<file path="config.mk">
export PLATFORM = sky130hd
export DESIGN_NAME = neuron_seq_mac
export DESIGN_NICKNAME = d
export VERILOG_FILES = /design/src/rtl/nn_pkg.sv /design/src/rtl/nn_mac_unit.sv /design/src/rtl/neuron_seq_mac.sv
export SDC_FILE = /design/constraint.sdc
export NUM_CORES = 1
export LEC_CHECK = 0
export CAP_MARGIN = 5
export CORE_MARGIN = 4
export CORE_UTILIZATION = 25
export CTS_CLUSTER_SIZE = 14
export DETAILED_ROUTE_END_ITERATION = 6
export PLACE_DENSITY_LB_ADDON = 0.3
export RECOVER_POWER = 25
export SKIP_LAST_GASP = 1
export SYNTH_ARGS = -nofsm -noshare
export SYNTH_HDL_FRONTEND = slang
export SYNTH_SLANG_ARGS = --single-unit
</file>
<file path="constraint.sdc">
create_clock -name clk -period 16.2 [get_ports clk]
set_input_delay 3.24 -clock clk [delete_from_list [all_inputs] [get_ports clk]]
set_output_delay 3.24 -clock clk [all_outputs]
set_load 0.1 [all_outputs]
</file>
<file path="src/rtl/nn_pkg.sv">
// Shared types and helpers for the sequential neuron: FSM state encoding
// and the saturate/clamp function used on the accumulated sum.
package nn_pkg;

    typedef enum logic [1:0] {
        ST_IDLE = 2'd0,
        ST_MAC  = 2'd1,
        ST_BIAS = 2'd2,
        ST_DONE = 2'd3
    } state_t;

    // Working width of the clamp helper; accumulators up to this width are supported.
    localparam int unsigned SAT_W = 128;

    // ReLU (relu=1) or symmetric signed clamp (relu=0) of v into a dw-bit range.
    function automatic logic signed [SAT_W-1:0] sat_clamp(
        input logic signed [SAT_W-1:0] v,
        input int unsigned             dw,
        input logic                    relu
    );
        logic        [SAT_W-1:0] one;
        logic signed [SAT_W-1:0] hi;
        logic signed [SAT_W-1:0] lo;
        logic signed [SAT_W-1:0] r;
        one = SAT_W'(1);
        hi  = signed'((one << (dw - 1)) - one);
        lo  = ~hi;
        r   = v;
        if (relu && (v < 0)) begin
            r = '0;
        end else if (v > hi) begin
            r = hi;
        end else if (!relu && (v < lo)) begin
            r = lo;
        end
        return r;
    endfunction

endpackage

</file>
<file path="src/rtl/nn_mac_unit.sv">
// Neuron datapath: signed multiply-accumulate, bias add, fixed-point
// rescale and output clamp into a registered result.
module nn_mac_unit
    import nn_pkg::*;
#(
    parameter int unsigned DW      = 16,
    parameter int unsigned FRAC    = 0,
    parameter int unsigned ACC_W   = 40,
    parameter int unsigned RELU_EN = 1
) (
    input  logic                 clk,
    input  logic                 reset,
    input  logic                 clear,
    input  logic                 mac_en,
    input  logic                 bias_en,
    input  logic signed [DW-1:0] x,
    input  logic signed [DW-1:0] w,
    input  logic signed [DW-1:0] bias,
    output logic        [DW-1:0] result
);

    logic signed [2*DW-1:0]  prod;
    logic signed [ACC_W-1:0] acc;
    logic signed [ACC_W-1:0] biased;
    logic signed [ACC_W-1:0] shifted;

    // Full-precision product; the bias is aligned to the product's fraction point.
    assign prod    = x * w;
    assign biased  = acc + (ACC_W'(bias) <<< FRAC);
    assign shifted = biased >>> FRAC;

    always_ff @(posedge clk) begin
        if (reset) begin
            acc    <= '0;
            result <= '0;
        end else begin
            if (clear) begin
                acc <= '0;
            end else if (mac_en) begin
                acc <= acc + ACC_W'(prod);
            end
            if (bias_en) begin
                result <= DW'(sat_clamp(SAT_W'(shifted), DW, RELU_EN != 0));
            end
        end
    end

endmodule

</file>
<file path="src/rtl/neuron_seq_mac.sv">
// Sequential single neuron: accepts an activation vector, runs one MAC per
// input, adds the bias and presents a clamped result with valid/ready.
module neuron_seq_mac
    import nn_pkg::*;
#(
    parameter int unsigned        N_IN    = 5,
    parameter int unsigned        DW      = 16,
    parameter int unsigned        FRAC    = 0,
    parameter int unsigned        ACC_W   = 40,
    parameter int unsigned        RELU_EN = 1,
    parameter logic [N_IN*DW-1:0] W_INIT  = {16'hFFEF, 16'hFFE3, 16'h001A, 16'h0011, 16'hFFFC},
    parameter logic [DW-1:0]      B_INIT  = '1
) (
    input  logic                         clk,
    input  logic                         reset,
    input  logic                         in_valid,
    output logic                         in_ready,
    input  logic [N_IN*DW-1:0]           in_data,
    output logic                         out_valid,
    input  logic                         out_ready,
    output logic [DW-1:0]                out_data,
    input  logic                         w_we,
    input  logic [$clog2(N_IN+1)-1:0]    w_addr,
    input  logic [DW-1:0]                w_data
);

    localparam int unsigned AW = $clog2(N_IN + 1);
    localparam int unsigned IW = (N_IN > 1) ? $clog2(N_IN) : 1;

    state_t                state;
    logic [IW-1:0]         idx;
    logic [N_IN*DW-1:0]    x_reg;
    logic signed [DW-1:0]  weights [N_IN];
    logic signed [DW-1:0]  bias;
    logic                  accept;
    logic                  coef_we;
    logic                  mac_en;
    logic                  bias_en;

    assign accept  = in_valid && in_ready;
    assign coef_we = (state == ST_IDLE) && w_we && !accept;
    assign mac_en  = (state == ST_MAC);
    assign bias_en = (state == ST_BIAS);

    // Control FSM; x_reg shifts so the current activation always sits in the LSBs.
    always_ff @(posedge clk) begin
        if (reset) begin
            state     <= ST_IDLE;
            in_ready  <= 1'b1;
            out_valid <= 1'b0;
            idx       <= '0;
            x_reg     <= '0;
        end else begin
            case (state)
                ST_IDLE: begin
                    if (accept) begin
                        state    <= ST_MAC;
                        in_ready <= 1'b0;
                        idx      <= '0;
                        x_reg    <= in_data;
                    end
                end
                ST_MAC: begin
                    x_reg <= x_reg >> DW;
                    idx   <= idx + IW'(1);
                    if (idx == IW'(N_IN - 1)) begin
                        state <= ST_BIAS;
                    end
                end
                ST_BIAS: begin
                    state     <= ST_DONE;
                    out_valid <= 1'b1;
                end
                ST_DONE: begin
                    if (out_ready) begin
                        state     <= ST_IDLE;
                        out_valid <= 1'b0;
                        in_ready  <= 1'b1;
                    end
                end
                default: begin
                    state     <= ST_IDLE;
                    in_ready  <= 1'b1;
                    out_valid <= 1'b0;
                end
            endcase
        end
    end

    // Coefficient bank: writes land only while idle and not colliding with an accept.
    always_ff @(posedge clk) begin
        if (reset) begin
            for (int unsigned k = 0; k < N_IN; k++) begin
                weights[k] <= W_INIT[k*DW +: DW];
            end
            bias <= B_INIT;
        end else if (coef_we) begin
            if (w_addr < AW'(N_IN)) begin
                weights[IW'(w_addr)] <= w_data;
            end else if (w_addr == AW'(N_IN)) begin
                bias <= w_data;
            end
        end
    end

    nn_mac_unit #(
        .DW      (DW),
        .FRAC    (FRAC),
        .ACC_W   (ACC_W),
        .RELU_EN (RELU_EN)
    ) u_mac (
        .clk     (clk),
        .reset   (reset),
        .clear   (accept),
        .mac_en  (mac_en),
        .bias_en (bias_en),
        .x       (x_reg[DW-1:0]),
        .w       (weights[idx]),
        .bias    (bias),
        .result  (out_data)
    );

endmodule

</file>
# Word-level counts from Yosys, hierarchy flattened
# Memories as Yosys holds them, arrays and structs flattened. A register that Yosys moved wholly into a read port is not among the register bits.
# Index checks and enable logic that the tools add are counted.
# word_totals
regBits,159
mem_bits_rw,80
inputBits,104
output_inout_bits,18
mem_count,1
# op_classes
add_sub_neg,3
n_mul,1
n_lt_le_gt_ge,3
eq_ne,8
mux,26
bitwise_logic,1
n_reduce_logical,15
# mem_list
name,depth,word_bits,read_ports,rd_ports_with_merged_regs,write_ports,line_no,text
weights,5,16,1,1,5,neuron_seq_mac.sv:33,logic signed [DW-1:0] weights [N_IN];
# op_table
cell,n
case mux 80 bit (2 select lines),1
two-way mux 80 bit,1
two-way mux 16 bit,3
adder 40 x 16 -> 40 bit,1
adder 40 x 32 -> 40 bit,1
greater-than comparator 40 x 16 -> 1 bit (second input constant),1
less-than comparator 40 x 1 -> 1 bit (second input constant),1
multiplier 16 x 16 -> 32 bit,1
OR reduction 16 bit,1
two-way mux 3 bit,4
two-way mux 1 bit,10
AND reduction 3 bit,3
case mux 2 bit (4 select lines),1
equality test 3 bit (second input constant),2
two-way mux 2 bit,3
case mux 3 bit (2 select lines),1
nonzero test 2 bit,3
equality test 2 bit (second input constant),2
!= test 2 bit (second input constant),2
case mux 1 bit (2 select lines),2
AND reduction 2 bit,2
adder 3 x 1 -> 3 bit (second input constant),1
logical AND 1 bit,3
less-than comparator 3 bit (second input constant),1
other kinds (6),6

# Longest topological paths before layout
# Gate-level depths: netlist of run 1.
# logic_depth
depth_word,8
depth_mapped,28
depth_no_buf,25

# Hierarchy
# A second synthesis of run 1 with hierarchy kept.
# unflattened
cells_unflattened,2764
hier_area_um2,27371.3
# modules_own_cells
mod,n_inst,cells_per_inst,area_per_inst_um2
nn_mac_unit,1,1969,17169.0
neuron_seq_mac,1,795,10202.3

# Worst setup path before layout of run 1
# OpenSTA, ideal clock, no wires.
# synth_path
path_kind,register to register
start,register with a tool-made name
end,register u_mac.acc[31]
setup_ps,122
arrival_time_ps,7515
required_ps,16078
slack_ps,8563
stages_incl_launch_ff,28
n_path_buf,3
synth_period_minus_slack_ps,7637
cell_sequence,dfxtp_1 > clkbuf_1 > buf_1 > mux4_2 > mux2_2 > clkbuf_1 > nand2_1 > inv_1 > fa_1 > fa_1 > inv_1 > fa_1 > inv_1 > fa_1 > fa_1 > inv_1 > fa_1 > inv_1 > ha_1 > and2_1 > a21o_1 > or3_1 > o21a_1 > o21ai_0 > o21ai_0 > a31oi_1 > or4_1 > nand3_1
# synth_lines
item,line_no,text
end signal: assignment,nn_mac_unit.sv:40,acc <= acc + ACC_W'(prod);
end: declaration,nn_mac_unit.sv:23,logic signed [ACC_W-1:0] acc;

==> results_dict.tcl, run 1 <==
set metrics [dict create \
    antenna_found_initial 2 \
    drt-initial-drc-count 904 \
    setup_violations 0 \
    grt_pass1_vias 19988 \
    min_period_over_period_pct 50.7 \
    ctsHtreeMaxLevel 2 \
    syn_area_um2 26500 \
    grt_max_degree 106 \
    layout_common_cells "428 x inv_1, 331 x fa_1, 207 x nand2_1" \
    yosys_warnings 0 \
    cp-start-kind "flip-flop" \
    antenna_left 0 \
    grtUsageTotal_pct 12.5 \
    violations "max-capacitance violations, max-slew violations" \
    io_buffers 121 \
    clock-root-buffer "clkbuf_16" \
    ys_seq_elements 290 \
    wirelength_um 69100 \
    grt-busiest-layer "met2" \
    cts_sinks 290 \
    initial_core_util_pct 25.2 \
    hold_viol_final 0 \
    fin_cells 4209 \
    path_common_cell "fa_1" \
    cts_hold_buf 0 \
    yosysUniqueCellTypes 77 \
    fmax_mhz 122 \
    row_count 119 \
    period_needed_ns 8.21 \
    fin_setup_tns_ns 0 \
    cp-end-kind "flip-flop" \
    tightest_slew_ns 2.68 \
    largest_reg_flops 128 \
    ctsResizeCount 0 \
    cts_buffers 36 \
    grt_pass1_wl_um 113000 \
    viasPerCell 4.40 \
    met3_usage_pct 1.39 \
    clkLatencyLatePin_ns 0.57 \
    hold_class "flip-flop to flip-flop" \
    fin_util_pct 29.1 \
    syn_inst 2665 \
    firstDrtPassIters 5 \
    grt_overflow 0 \
    hold_ws_ns 0.489 \
    drc 0 \
    crit_required_ns 16.62 \
    post_cts_buffers 0 \
    nets 3387 \
    numPlacedInstances 4143 \
    worstPathCellList "buf_4 -> mux4_2 -> mux2_2 -> and2_1 -> fa_1 -> inv_1 -> fa_1 -> fa_1 -> fa_1 -> inv_1 -> fa_1 -> inv_1 -> fa_1 -> inv_1 -> ha_1 -> and3_1 -> nand4_1 -> a2111oi_0 -> o21bai_1 -> o21ai_0 -> o21ai_0 -> mux2i_1 -> nand2_1" \
    maxSlewHeadroom_pct -80.3 \
    vias 18530 \
    cts_tree "yes" \
    status "finished, violations left" \
    drv_slew 82 \
    drive_above_1_share_pct 6.00 \
    critPathSlowestCell "a2111oi_0" \
    crit_buf_inv 5 \
    crit_path_max_incr_delay_ns 0.93 \
    antennaDiodeCount 0 \
    grtUsageMet1_pct 16.9 \
    ios 122 \
    drv_cap 3 \
    dp_hpwl_um 54600 \
    clkTransAtPathRegs_ns 0.06 \
    yosysSeqAreaShare_pct 26.7 \
    min_from "u_mac.result[3]$_SDFFE_PP0P_" \
    die_h_um 334 \
    rsz0062_at_grt "no" \
    layout_commonest_cell "inv_1" \
    use_met2_pct 21.9 \
    core_area_um2 105000 \
    dieArea_um2 111000 \
    place_congestion 0.831 \
    clockBufferDepth 3 \
    critical_path_arrival_ns 8.63 \
    synth_edf_count 128 \
    fillers 11077 \
    skew_ns 0.0378 \
    synth_ff_type "dfxtp_1" \
    avgSynthCellArea_um2 9.94 \
    area_delta_synth_final_pct 15.7 \
    path_delay_family "adder cells" \
    die_x_um 334 \
    async_reset_ff_share_pct 0 \
    wire_per_inst_um 16.4 \
    crit_path_max_fanout 32 \
    crit_type "flip-flop to flip-flop" \
]
-- Yosys cell counts (50+ instances only) --
cell type,count,area (um2)
mux2i_1,91,911
inv_1,428,1610
dfxtp_1,162,3240
nor2b_1,77,482
nand2b_1,50,313
ha_1,161,2010
a211oi_1,82,616
o21ai_0,62,310
clkbuf_1,90,338
a21oi_1,82,410
nor2_1,188,706
edfxtp_1,128,3840
fa_1,331,6630
nand2_1,207,777
and2_1,99,619
-- logic make-up after synthesis --
family                   Yosys count  synth area share (%)
other                              1                0.0142
buffers and inverters            539                  7.69
AO/OA/AOI/OAI                    395                  10.2
XOR/XNOR                          61                  2.02
flip-flops                       290                  26.7
AND/OR/NAND/NOR                  752                  14.0
adder cells (fa/ha/maj)          492                  32.6
multiplexers                     135                  6.67
-- final timing paths --
check | slack (ns) | to | cells after the start
worst max-delay path | 7.99 | u_mac.acc[38]$_SDFFE_PP0P_ | 23
worst min register to register | 0.49 | u_mac.result[3]$_SDFFE_PP0P_ | 2
worst min-delay path | 0.49 | u_mac.result[3]$_SDFFE_PP0P_ | 2
worst max register to register | 7.99 | u_mac.acc[38]$_SDFFE_PP0P_ | 23
-- metrics by stage --
step	worst slack (ns)	area [um2]
floorplan	8.56	26700
global placement	8.03	29500
detailed placement	7.93	29500
CTS	7.86	30700
global route	7.46	30700
finish	7.99	30700
-- layout make-up --
type / instances / area, um2 / share of cell area [%]
clock buffer: 45 / 966 / 3.15
clock inverter: 20 / 258 / 0.841
sequential: 290 / 7090 / 23.1
inverter: 428 / 1610 / 5.24
tap: 1391 / 1740 / 5.68
multi-input combinational: 1883 / 17600 / 57.3
timing repair buffer: 152 / 1430 / 4.65
-- worst min-delay path: stages (launching register included) --
cell and delay [ns]:
dfxtp_1 0.31, nand2_1 0.07, a32oi_1 0.05
-- per-layer routing --
| metal | routed length (um) | vias to the layer above |
|---|---|---|
| met5 | 0 | - |
| met1 | 32400 | 9147 |
| met2 | 33500 | 289 |
| met4 | 1100 | 0 |
| li1 | - | 9034 |
| met3 | 2140 | 60 |
Power of run 1 is not shown: default switching activity piles up to over one toggle a cycle in this logic, so the estimate is an artifact.
==> run 2, diff against run 1 <==
==> constraint.sdc (replaced) <==
create_clock -name clk -period 7 [get_ports clk]
set_input_delay 1.4 -clock clk [delete_from_list [all_inputs] [get_ports clk]]
set_output_delay 1.4 -clock clk [all_outputs]
set_load 0.1 [all_outputs]
==> results_dict.tcl, run 2 (synthesis gave the netlist of run 1 again) <==
set metrics [dict create \
    postPlaceCellArea_um2 30800 \
    status "finished, violations left" \
    numPlacedInstances 4301 \
    fin_cells 4384 \
    hold_viol_final 0 \
    critPathSlowestCell "mux4_2" \
    crit_path_max_incr_delay_ns 0.56 \
    io_buffers 121 \
    grtUsageTotal_pct 12.8 \
    nets 3568 \
    grt_pass1_vias 20706 \
    period_needed_ns 6.93 \
    place_congestion 0.827 \
    initial_core_util_pct 25.2 \
    drt-initial-drc-count 905 \
    min_period_over_period_pct 99.0 \
    fillers 10934 \
    hold_ws_ns 0.483 \
    grt_pass1_wl_um 116000 \
    die_x_um 334 \
    setup_violations 0 \
    clockBufferDepth 3 \
    finalInstanceArea_um2 32500 \
    ios 122 \
    viasPerCell 4.37 \
    grt_max_degree 100 \
    antenna_left 0 \
    cts_sinks 290 \
    cts_buffers 31 \
    largest_reg_flops 128 \
    vias 19172 \
    wirelength_um 71700 \
    hold_class "flip-flop to flip-flop" \
    area_delta_synth_final_pct 22.8 \
    crit_required_ns 7.44 \
    critical_path_arrival_ns 7.37 \
    violations "max-capacitance violations, max-slew violations" \
    dieArea_um2 111000 \
    antenna_found_initial 2 \
    wire_per_inst_um 16.4 \
    cp-end-kind "flip-flop" \
    fmax_mhz 144 \
    die_h_um 334 \
    crit_type "flip-flop to flip-flop" \
    dp_hpwl_um 57700 \
    cts_tree "yes" \
    seqCellArea_um2 7090 \
    crit_path_max_fanout 7 \
    cts_hold_buf 0 \
    maxSlewHeadroom_pct -172 \
    cp-start-kind "flip-flop" \
    antennaDiodeCount 0 \
    ctsHtreeMaxLevel 1 \
    drc 0 \
    drv_cap 2 \
    clkTransAtPathRegs_ns 0.07 \
    multi_input_area_um2 18100 \
    firstDrtPassIters 5 \
    core_area_um2 105000 \
    skew_ns 0.0308 \
    clock-root-buffer "clkbuf_16" \
    drive_above_1_share_pct 14.9 \
    grt_overflow 0 \
    layout_commonest_cell "inv_1" \
    row_count 119 \
    drv_slew 63 \
    rsz0062_at_grt "yes" \
    path_common_cell "fa_1" \
    layout_common_cells "410 x inv_1, 317 x fa_1, 198 x nand2_1" \
    tightest_slew_ns 4.03 \
    clkLatencyLatePin_ns 0.59 \
]
-- run 2: cell types whose count changed in the layout (fill, tap and decap cells not counted), sizes merged --
cell,delta
buf,+186
bufinv,-4
clkinv,-4
clkbuf,-3
clkinvlp,-1
mux2,+1
-- run 2: worst max-delay path: cells and delay by family (launching register included) --
kind / cells / cell delay [ns]
AO/OA/AOI/OAI: 6 / 1.01
buffers and inverters: 6 / 0.37
adder cells (fa/ha/maj): 7 / 3.31
AND/OR/NAND/NOR: 3 / 0.56
multiplexers: 2 / 0.93
XOR/XNOR: 1 / 0.17
flip-flops: 1 / 0.39
-- run 2: area by class of cell --
| cell class | instances | area share (%) |
|---|---|---|
| clock buffers | 43 | 2.67 |
| clock inverters | 11 | 0.192 |
| inverters | 428 | 4.94 |
| multi-input cells | 1884 | 55.6 |
| flip-flops and latches | 290 | 21.8 |
| well taps | 1391 | 5.35 |
| repair buffers | 337 | 9.41 |
-- run 2: metrics by stage --
step / utilization (%) / setup WS (ns) / setup TNS, ns
after floorplan: - / 0.000148 / 0
after global placement: 29.3 / -0.424 / -3.52
after detailed placement: 29.3 / -0.398 / -3.53
after CTS: 30.5 / -0.0709 / -0.212
after global routing: 30.9 / -0.163 / -3.11
final: 30.9 / 0.0672 / 0
-- run 2: final timing paths --
kind	from	slack [ns]	cells after the start	to
setup / recovery	flip-flop	0.07	25	u_mac.acc[23]$_SDFFE_PP0P_
hold / removal	u_mac.result[8]$_SDFFE_PP0P_	0.48	2	u_mac.result[8]$_SDFFE_PP0P_
setup reg to reg	flip-flop	0.07	25	u_mac.acc[23]$_SDFFE_PP0P_
hold reg to reg	u_mac.result[8]$_SDFFE_PP0P_	0.48	2	u_mac.result[8]$_SDFFE_PP0P_
-- run 2: what timing repair did --
| item | CTS | global route |
|---|---|---|
| hold endpoints to repair | 0 | 0 |
| cloned | 1 | 1 |
| setup endpoints to repair | 17 | 21 |
| resized for setup | 73 | 85 |
| pin swaps | 20 | 86 |
| setup buffers | 10 | 19 |
-- run 2: routing by layer --
metal | GRT usage [%] | wire length [um] | vias up
met5 | 0 | 0 | -
met4 | 2.33 | 1220 | 0
met3 | 1.49 | 2030 | 58
met2 | 22.4 | 35000 | 229
met1 | 17.2 | 33500 | 9511
li1 | - | - | 9374
Power of run 2 is left out for the same reason.
==> run 3, diff against run 2 <==
--- a/config.mk
+++ b/config.mk
@@ -5,13 +5,12 @@
 export SDC_FILE = /design/constraint.sdc
 export NUM_CORES = 1
 export LEC_CHECK = 0
+export ABC_AREA = 1
 export CAP_MARGIN = 5
 export CORE_MARGIN = 4
 export CORE_UTILIZATION = 25
-export CTS_CLUSTER_SIZE = 14
 export DETAILED_ROUTE_END_ITERATION = 6
 export PLACE_DENSITY_LB_ADDON = 0.3
-export RECOVER_POWER = 25
 export SKIP_LAST_GASP = 1
 export SYNTH_ARGS = -nofsm -noshare
 export SYNTH_HDL_FRONTEND = slang
==> results_dict.tcl, run 3 <==
set metrics [dict create \
    clockBufferDepth 3 \
    fin_setup_tns_ns 0 \
    area_delta_synth_final_pct 22.6 \
    io_buffers 121 \
    ctsHtreeMaxLevel 2 \
    yosysUniqueCellTypes 45 \
    firstDrtPassIters 7 \
    fmax_mhz 146 \
    grt_overflow 0 \
    yosysSeqAreaShare_pct 26.3 \
    cts_buffers 35 \
    crit_path_max_incr_delay_ns 0.55 \
    hold_depth 2 \
    wirelength_um 88400 \
    cp-start-kind "flip-flop" \
    die_h_um 337 \
    path_delay_family "adder cells" \
    status "finished clean" \
    antenna_left 0 \
    antenna_found_initial 2 \
    min_from "u_mac.result[15]$_SDFFE_PP0P_" \
    syn_area_um2 27000 \
    viasPerCell 4.46 \
    grt_pass1_vias 23101 \
    layout_common_cells "731 x nand2_1, 645 x inv_1, 401 x nor2_1" \
    period_needed_ns 6.84 \
    cp-end-kind "flip-flop" \
    wire_per_inst_um 17.2 \
    crit_path_max_fanout 14 \
    skew_ns 0.0199 \
    drive_above_1_share_pct 10.2 \
    nets 4302 \
    clkLatencyLatePin_ns 0.56 \
    yosysMostFrequentCell "nand2_1" \
    reg2reg_to "u_mac.acc[32]$_SDFFE_PP0P_" \
    synth_ff_type "dfxtp_1" \
    clock-root-buffer "clkbuf_16" \
    hold_viol_final 0 \
    tightest_slew_ns 1.05 \
    hold_class "flip-flop to flip-flop" \
    yosys_warnings 0 \
    rsz0062_at_grt "yes" \
    largest_reg_flops 128 \
    row_count 120 \
    vias 22879 \
    crit_type "flip-flop to flip-flop" \
    avgSynthCellArea_um2 7.98 \
    initial_core_util_pct 25.2 \
    synth_top_area_share_pct 24.6 \
    grt_max_degree 82 \
    drv_cap 0 \
    path_common_cell "fa_1" \
    cts_tree "yes" \
    dieArea_um2 113000 \
    async_reset_ff_share_pct 0 \
    min_period_over_period_pct 97.8 \
    place_congestion 0.918 \
    synthTopCellsByCount "740 x nand2_1, 649 x inv_1, 411 x nor2_1, 331 x fa_1, 190 x o21ai_0" \
    drt-initial-drc-count 1555 \
    grt_pass1_wl_um 137000 \
    synth_area_leaders "fa_1 25%, edfxtp_1 14%, dfxtp_1 12%, nand2_1 10%, inv_1 9.0%" \
    die_x_um 337 \
    critPathSlowestCell "fa_1" \
    syn_inst 3380 \
    crit_required_ns 7.50 \
    setup_violations 0 \
    layout_commonest_cell "nand2_1" \
    clkTransAtPathRegs_ns 0.06 \
    crit_buf_inv 10 \
    grtUsageTotal_pct 15.6 \
    maxSlewHeadroom_pct 30.0 \
    dp_hpwl_um 72200 \
    ios 122 \
    synth_edf_count 128 \
    cts_hold_buf 0 \
    drc 0 \
    drv_slew 0 \
    ys_seq_elements 290 \
    r2r_cells 30 \
    cts_sinks 290 \
    synth_top_cell_by_area "fa_1" \
    hold_end "u_mac.result[15]$_SDFFE_PP0P_" \
    critical_path_arrival_ns 7.34 \
    core_area_um2 107000 \
    antennaDiodeCount 0 \
    reg2reg_setup_slack_ns 0.16 \
]
[run 3: worst reg2reg max path: cells and delay by family (launching register included)]
family | cells | cell delay [ns]
and+or+nand+nor | 6 | 0.66
buffers and inverters | 10 | 1.00
DFF | 1 | 0.41
AOI/OAI and AO/OA | 7 | 1.30
adders and majority gates | 7 | 3.40
[run 3: metal layers]
layer / wire length (um) / vias to the layer above / share of wire, % / global-route usage [%]
li1: - / 11145 / - / -
met1: 40600 / 11007 / 46 / 21.4
met2: 39000 / 579 / 44 / 24.7
met3: 5180 / 146 / 5.9 / 2.88
met4: 3580 / 2 / 4.0 / 5.63
met5: 7 / - / 0.0079 / 0
[run 3: worst max-delay path by stage]
stage | startpoint | end | slack (ns) | depth (start not counted)
2_1_floorplan | flip-flop | u_mac.acc[37]$_SDFFE_PP0P_ | 0.26 | 29
3_3_place_gp | flip-flop | u_mac.acc[28]$_SDFFE_PP0P_ | -0.05 | 28
3_5_place_dp | flip-flop | u_mac.acc[28]$_SDFFE_PP0P_ | -0.05 | 28
4_1_cts | flip-flop | u_mac.acc[37]$_SDFFE_PP0P_ | 0.01 | 32
5_1_grt | flip-flop | u_mac.acc[38]$_SDFFE_PP0P_ | -0.16 | 31
6_report | flip-flop | u_mac.acc[32]$_SDFFE_PP0P_ | 0.16 | 30
[run 3: stage by stage]
| step | hold slack, ns | setup slack (ns) | cell area (um2) | std cells | util (%) |
|---|---|---|---|---|---|
| 2_1_floorplan | 0.434 | 0.258 | 27200 | 3427 | - |
| 3_3_place_gp | 0.430 | -0.0517 | 31500 | 5062 | 29.4 |
| 3_5_place_dp | 0.437 | -0.0483 | 31500 | 5062 | 29.4 |
| 4_1_cts | 0.450 | 0.0131 | 32700 | 5125 | 30.5 |
| 5_1_grt | 0.476 | -0.159 | 33100 | 5135 | 30.9 |
| 6_report | 0.449 | 0.157 | 33100 | 5135 | 30.9 |
[run 3: logic make-up (layout without fill, tap and decap cells)]
| group | Yosys count | in the layout | share of synthesized area, % |
|---|---|---|---|
| and+or+nand+nor | 1291 | 1291 | 18.9 |
| buffers and inverters | 778 | 1083 | 10.9 |
| adders and majority gates | 492 | 492 | 32.0 |
| AOI/OAI and AO/OA | 472 | 472 | 10.1 |
| DFF | 290 | 290 | 26.3 |
| xor gates and xnor gates | 56 | 56 | 1.82 |
| other | 1 | 48 | 0.0139 |
[run 3: area by class of cell]
| class | count | area, um2 |
|---|---|---|
| clock buffers | 40 | 925 |
| clock inverters | 23 | 213 |
| fillers | 11426 | 74000 |
| inverters | 659 | 2480 |
| multi-input cells | 2359 | 17400 |
| flip-flops and latches | 290 | 7090 |
| well taps | 1403 | 1760 |
| repair buffers | 361 | 3220 |
[run 3: what timing repair did]
action,in CTS,in global routing
pin swaps,0,18
resized for setup,3,77
buffers inserted,0,7
endpoints found under the hold margin,0,0
endpoints found under the setup margin,3,22
cloned,0,3
Power of run 3 is left out for the same reason.
